**config.mk**
```make
export PLATFORM = sky130hd
export DESIGN_NAME = curve_contrast_lut_ctrl
export DESIGN_NICKNAME = d
export VERILOG_FILES = /design/src/rtl/curve_ctrl_pkg.sv /design/src/rtl/curve_lut_bank_ram.sv /design/src/rtl/curve_contrast_lut_ctrl.sv
export SDC_FILE = /design/constraint.sdc
export NUM_CORES = 2
export LEC_CHECK = 0
export BUFFER_PORTS_ARGS = -buffer_cell sky130_fd_sc_hd__buf_2
export CAP_MARGIN = 20
export CORE_AREA = 3 3 695 525
export DETAILED_ROUTE_END_ITERATION = 10
export DIE_AREA = 0 0 698 528
export SYNTH_ARGS = -nofsm -noshare
export SYNTH_HDL_FRONTEND = slang
export SYNTH_SLANG_ARGS = --single-unit
```
**constraint.sdc**
```tcl
create_clock -name clk -period 3.7 [get_ports clk]
set_clock_uncertainty 0.15 [all_clocks]
set_input_delay 0.925 -clock clk [delete_from_list [all_inputs] [get_ports clk]]
set_output_delay 0.925 -clock clk [all_outputs]
set_load 0.1 [all_outputs]
```
**src/rtl/curve_ctrl_pkg.sv**
```systemverilog
// Shared types and constants for the luma contrast-curve LUT controller.
// Build option CURVE_LUT_IDENTITY_INIT_EN is consumed by curve_contrast_lut_ctrl.
package curve_ctrl_pkg;

    localparam int CURVE_DATA_W = 8;
    localparam int LUT_DEPTH    = 2 ** CURVE_DATA_W;

    typedef enum logic [1:0] {
        S_INIT    = 2'd0,
        S_IDLE    = 2'd1,
        S_PENDING = 2'd2
    } state_e;

endpackage

```
**src/rtl/curve_lut_bank_ram.sv**
```systemverilog
// Two curve banks behind one masked write port and one registered read port.
// No reset on the storage so it maps onto block RAM.
module curve_lut_bank_ram
    import curve_ctrl_pkg::*;
#(
    parameter int DATA_W = CURVE_DATA_W
) (
    input  logic              clk,
    input  logic [1:0]        wr_en,
    input  logic [DATA_W-1:0] wr_addr,
    input  logic [DATA_W-1:0] wr_data,
    input  logic              rd_bank,
    input  logic [DATA_W-1:0] rd_addr,
    output logic [DATA_W-1:0] rd_data
);

    localparam int DEPTH = 2 ** DATA_W;

    logic [DATA_W-1:0] bank0_mem [DEPTH];
    logic [DATA_W-1:0] bank1_mem [DEPTH];
    logic [DATA_W-1:0] rd_data_q;

    // wr_en is a per-bank mask so identity init can fill both banks at once
    always_ff @(posedge clk) begin
        if (wr_en[0]) bank0_mem[wr_addr] <= wr_data;
        if (wr_en[1]) bank1_mem[wr_addr] <= wr_data;
        rd_data_q <= rd_bank ? bank1_mem[rd_addr] : bank0_mem[rd_addr];
    end

    assign rd_data = rd_data_q;

endmodule

```
**src/rtl/curve_contrast_lut_ctrl.sv**
```systemverilog
// Frame-synchronous double-buffered contrast curve on the Y stream, latency 2.
// Define CURVE_LUT_IDENTITY_INIT_EN to fill both banks with identity after reset.
module curve_contrast_lut_ctrl
    import curve_ctrl_pkg::*;
#(
    parameter int   DATA_W    = CURVE_DATA_W,
    parameter logic VSYNC_POL = 1'b1
) (
    input  logic              clk,
    input  logic              rst,
    input  logic              cfg_wr_valid,
    output logic              cfg_wr_ready,
    input  logic [DATA_W-1:0] cfg_wr_addr,
    input  logic [DATA_W-1:0] cfg_wr_data,
    input  logic              cfg_commit,
    input  logic              cfg_bypass,
    output logic              busy,
    output logic              swap_done,
    input  logic              per_frame_vsync,
    input  logic              per_frame_href,
    input  logic              per_frame_clken,
    input  logic [DATA_W-1:0] per_img_Y,
    output logic              post_frame_vsync,
    output logic              post_frame_href,
    output logic              post_frame_clken,
    output logic [DATA_W-1:0] post_img_Y
);

`ifdef CURVE_LUT_IDENTITY_INIT_EN
    localparam state_e RST_STATE = S_INIT;
`else
    localparam state_e RST_STATE = S_IDLE;
`endif

    state_e            state_q, state_d;
    logic              active_bank_q, active_bank_d;
    logic              curve_valid_q, curve_valid_d;
    logic              bypass_q, bypass_d;
    logic              vsync_q, vsync_d;
    logic              swap_done_q, swap_done_d;
    logic              vs1_q, vs1_d, hr1_q, hr1_d, ce1_q, ce1_d;
    logic [DATA_W-1:0] y1_q, y1_d;
    logic              vs2_q, vs2_d, hr2_q, hr2_d, ce2_q, ce2_d;
    logic [DATA_W-1:0] y2_q, y2_d;

    logic              frame_start;
    logic              swap;
    logic              init_last;
    logic              wr_fire;
    logic [1:0]        ram_wr_en;
    logic [DATA_W-1:0] ram_wr_addr;
    logic [DATA_W-1:0] ram_wr_data;
    logic [DATA_W-1:0] lut_q;

    assign frame_start = (per_frame_vsync == VSYNC_POL) && (vsync_q != VSYNC_POL);
    assign swap        = (state_q == S_PENDING) && frame_start;
    assign wr_fire     = cfg_wr_valid && cfg_wr_ready;

`ifdef CURVE_LUT_IDENTITY_INIT_EN
    logic [DATA_W-1:0] init_cnt_q, init_cnt_d;

    assign init_last = (state_q == S_INIT) && (init_cnt_q == '1);

    always_comb begin
        init_cnt_d = '0;
        if (state_q == S_INIT) init_cnt_d = init_cnt_q + DATA_W'(1);
    end

    always_ff @(posedge clk or posedge rst) begin
        if (rst) init_cnt_q <= '0;
        else     init_cnt_q <= init_cnt_d;
    end

    always_comb begin
        ram_wr_en   = 2'b00;
        ram_wr_addr = cfg_wr_addr;
        ram_wr_data = cfg_wr_data;
        if (state_q == S_INIT) begin
            ram_wr_en   = 2'b11;
            ram_wr_addr = init_cnt_q;
            ram_wr_data = init_cnt_q;
        end else if (wr_fire) begin
            ram_wr_en = active_bank_q ? 2'b01 : 2'b10;
        end
    end
`else
    assign init_last = 1'b0;

    always_comb begin
        ram_wr_en   = 2'b00;
        ram_wr_addr = cfg_wr_addr;
        ram_wr_data = cfg_wr_data;
        if (wr_fire) ram_wr_en = active_bank_q ? 2'b01 : 2'b10;
    end
`endif

    // state register
    always_ff @(posedge clk or posedge rst) begin
        if (rst) state_q <= RST_STATE;
        else     state_q <= state_d;
    end

    // next state; a commit seen on a frame-start cycle waits a whole frame
    always_comb begin
        state_d = state_q;
        unique case (state_q)
            S_INIT:    if (init_last) state_d = S_IDLE;
            S_IDLE:    if (cfg_commit) state_d = S_PENDING;
            S_PENDING: if (frame_start) state_d = S_IDLE;
            default:   state_d = S_IDLE;
        endcase
    end

    // FSM outputs
    always_comb begin
        cfg_wr_ready = (state_q == S_IDLE);
        busy         = (state_q != S_IDLE);
    end

    always_comb begin
        active_bank_d = active_bank_q ^ swap;
        curve_valid_d = curve_valid_q | swap | init_last;
        bypass_d      = frame_start ? cfg_bypass : bypass_q;
        vsync_d       = per_frame_vsync;
        swap_done_d   = swap;
        vs1_d         = per_frame_vsync;
        hr1_d         = per_frame_href;
        ce1_d         = per_frame_clken;
        y1_d          = per_img_Y;
        vs2_d         = vs1_q;
        hr2_d         = hr1_q;
        ce2_d         = ce1_q;
        y2_d          = (bypass_q || !curve_valid_q) ? y1_q : lut_q;
    end

    always_ff @(posedge clk or posedge rst) begin
        if (rst) begin
            active_bank_q <= 1'b0;
            curve_valid_q <= 1'b0;
            bypass_q      <= 1'b1;
            vsync_q       <= !VSYNC_POL;
            swap_done_q   <= 1'b0;
            vs1_q         <= 1'b0;
            hr1_q         <= 1'b0;
            ce1_q         <= 1'b0;
            y1_q          <= '0;
            vs2_q         <= 1'b0;
            hr2_q         <= 1'b0;
            ce2_q         <= 1'b0;
            y2_q          <= '0;
        end else begin
            active_bank_q <= active_bank_d;
            curve_valid_q <= curve_valid_d;
            bypass_q      <= bypass_d;
            vsync_q       <= vsync_d;
            swap_done_q   <= swap_done_d;
            vs1_q         <= vs1_d;
            hr1_q         <= hr1_d;
            ce1_q         <= ce1_d;
            y1_q          <= y1_d;
            vs2_q         <= vs2_d;
            hr2_q         <= hr2_d;
            ce2_q         <= ce2_d;
            y2_q          <= y2_d;
        end
    end

    curve_lut_bank_ram #(
        .DATA_W (DATA_W)
    ) u_ram (
        .clk     (clk),
        .wr_en   (ram_wr_en),
        .wr_addr (ram_wr_addr),
        .wr_data (ram_wr_data),
        .rd_bank (active_bank_q),
        .rd_addr (per_img_Y),
        .rd_data (lut_q)
    );

    assign swap_done        = swap_done_q;
    assign post_frame_vsync = vs2_q;
    assign post_frame_href  = hr2_q;
    assign post_frame_clken = ce2_q;
    assign post_img_Y       = y2_q;

endmodule

```
==> results.md <==
- Status: finished, final reports clean
- Top Ports: 46
- Post-synth EDFFs: 4096
- PwrDens: 517 mW/mm^2
- Hold Path Cell Cnt: 2
- Slew Viols, Final: 0
- Area after DPL: 0.177 sq mm
- Vias in the first global route: 85571
- Flop2flop setup slack: 340 ps
- Most frequent CP cell: buf_4
- Post-Synthesis Cell Area: 0.161 sq mm
- Area occupied by multi-input gates: 0.0342 sq mm
- Final setup fails: 0
- Die width: 698 um
- Chip height: 528 um
- Port bufs: 45
- Syn Area/Cell: 20.0 sq um
- CTS tree: yes
- Final cycle utilization of the critical path: 97.2%
- WHS: 75.0 ps
- H-tree depth: 5
- Pre-antenna DRT Iters: 8
- HP Start: cfg_bypass
- All-layer global routing usage: 24.1%
- Power share of the clock group: 40.3%
- Core Util, Final: 52.7%
- Root buffer cell: clkbuf_16
- Sw Pwr: 21.7 mW
- Hold Crit Endpoint: bypass_q
- RD Place Congestion: 0.921
- Final Hold Vio Count: 0
- CP Launch Type: input port
- Worst EP required: 4410 ps
- Die ar.: 0.369 sq mm
- Internal: 76.3 mW
- RSZ-0062 raised after global routing: no
- WL/cell: 31.2 um
- Area Overhead vs Synth: 17.6%
- Critical path, cell by cell: buf_8 > or2_4 > buf_4 > buf_12 > buf_4 > o221ai_1 > o22ai_1 > a21oi_1 > nand4_1 > nand4_1 > buf_4 > and4_1
- Final min period: 3600 ps
- 1st-iter DRT viols: 12031
- Sequential power share: 52.7%
- Design Area, Final: 0.189 sq mm
- Worst setup EP type: flop
- FFs w/ async S/R, synth: 0.678%
- Yosys cell types: 61
- Final wirelength: 452 mm
- CTS Buf Count: 387
- Residual DRC: 0
- Mapped Cells: 8049
- Fillers: 27804
- Final #Nets: 9381
- Placeable Area: 0.359 sq mm
- Initial Util: 44.8%
- First-pass GRT wire length: 641 mm
- Sequential element share of the synthesized area: 76.9%
- Largest net degree at the start of global routing: 128
- Worst skew pair latency: 940 ps
- DP HPWL: 300 mm
- Initial antenna violation count: 30
- Maxcap violations: 0
- Max FO, Critical Path: 19
- Pleak: 62.6 nW
- R2R cell count: 6
- Top FF cell, synth: edfxtp_1
- Worst r2r src: state_q[0]
- Crit path kind: input port to flop
- Crit-path slowest cell: nand4_1
- FF+latch area: 0.124 sq mm
- Slew margin rel.: 22.6%
- FF+latch count, synth: 4132
- Clock Sinks: 4132
- Gate power share: 7.0%
- Synth Warn #: 0
- Peak Freq: 278 MHz
- Vias/cell: 6.05
- Switching part of the total: 22.2%
- Reg2reg end: u_ram.bank1_mem[3][3]
- Max clock buf depth: 4
- Max VDD drop: 395 uV
- Clock slew at reported path FFs: 70 ps
- Cell Rows: 191
- Via Count: 87680
- Layout cell share with drive strength beyond 1: 27.9%
- WP data arrival: 4300 ps
- CP peak stage delay: 650 ps
- Syn nets: 8081
- Worst Hold Class: input port to flop
- GRT overflow: 0
- Post-route ant nets: 0
- Worst Tran Pin Value: 1150 ps
[cell usage in the layout, fill, tap and decap left out, types with 11 or more instances in the layout]
cell type,netlist,layout
a211oi_1,22,22
a21oi_1,185,184
a22oi_1,57,57
buf_12,5,179
buf_2,67,33
buf_4,48,1195
buf_8,11,11
bufinv_16,0,36
clkbuf_1,248,72
clkbuf_16,0,391
clkbuf_8,0,16
clkinv_1,1,71
clkinv_2,0,78
dfrtp_1,26,26
diode_2,0,14
edfxtp_1,4096,4096
mux2_2,30,30
mux2i_1,783,783
mux4_2,653,653
nand2_1,95,86
nand2b_1,12,11
nand3_1,55,40
nand3_2,0,15
nand4_1,59,59
nor2_1,583,583
nor2b_1,21,20
nor3_1,34,34
nor4_1,25,25
o21ai_0,125,124
o221ai_1,367,366
o22ai_1,191,191
o31ai_1,17,17
[per-stage QoR]
step                power [mW]  cells  setup TNS [ps]  setup slack (ps)
finish                    98.0  14496               0               104
global route               101  14489               0              46.1
CTS                       98.5  14482               0               155
detailed placement        59.5  13780           -4450              -837
global placement          59.4  13779           -4620              -882
floorplan                 55.6   8049               0               154
[registers in the layout (all words and copies together) (netlist names)]
register,cells
active_bank_q,1
bypass_q,1
ce1_q,1
curve_valid_q,1
hr1_q,1
post_frame_clken,1
post_frame_href,1
post_frame_vsync,1
post_img_Y,8
state_q,2
swap_done,1
u_ram.bank0_mem,2048
u_ram.bank1_mem,2048
u_ram.rd_data,8
vs1_q,1
y1_q,8
[cell families after synthesis]
group / after synthesis / synth area share (%)
compound gates: 993 / 4.29
mux: 1473 / 14.3
flops: 4132 / 76.9
buf+inv: 519 / 1.96
xor+xnor: 1 / 0.00544
simple gates: 931 / 2.52
[area by class of cell]
class | instances | share of cell area, %
timing repair buffer | 1423 | 6.83
sequential | 4132 | 65.4
clock inverter | 215 | 1.09
tap | 4825 | 3.19
antenna | 14 | 0.0185
multi-input combinational | 3398 | 18.0
inverter | 7 | 0.0178
clock buffer | 482 | 5.44
[cells in the mapped netlist, types with 59 or more instances]
cell	count	share of area, %
nand4_1	59	0.23
o221ai_1	367	2.0
buf_6	97	0.68
clkbuf_1	248	0.58
edfxtp_1	4096	76
o21ai_0	125	0.39
nand2_1	95	0.22
mux4_2	653	9.1
a21oi_1	185	0.57
mux2i_1	783	4.9
o22ai_1	191	0.74
buf_2	67	0.21
nor2_1	583	1.4
[per-layer routing]
layer | track usage (%) | vias up | part of all wire, %
met3 | 5.48 | 618 | 11
met4 | 6.24 | 4 | 2.7
met5 | 0 | - | 0.0058
li1 | - | 36169 | -
met1 | 36.8 | 46305 | 43
met2 | 34.9 | 4584 | 43
[power by group through the flow]
stage                     combinational [mW]  clock, mW  sequential [mW]
after floorplan                         2.81          0             52.8
after global placement                  6.74          0             52.7
after detailed placement                6.79          0             52.7
after CTS                               6.81       40.0             51.7
after global routing                    7.12       41.9             51.6
final                                   6.86       39.5             51.7
[worst max-delay path by stage]
| stage | slack, ps | to | from |
|---|---|---|---|
| after floorplan | 150 | u_ram.bank0_mem[152][0] | state_q[0] |
| after global placement | -880 | u_ram.rd_data[6] | per_img_Y[0] |
| after detailed placement | -840 | u_ram.rd_data[6] | per_img_Y[0] |
| after CTS | 160 | cfg_wr_ready | state_q[0] |
| after global routing | 50 | u_ram.rd_data[6] | per_img_Y[0] |
| final | 100 | u_ram.rd_data[6] | per_img_Y[1] |
[worst max-delay path: cells and delay by family]
family	cells	cell delay, ps
and+or+nand+nor	4	1500
buffers and inverters	5	940
AOI/OAI and AO/OA	3	870
[timing repair]
item,in CTS,in global routing
gates resized for setup,0,2
endpoints found under the hold margin,10,0
endpoints found under the setup margin,0,1
setup buffers,0,0
hold buffers,5,0
Power figures use the tool's default switching activity.
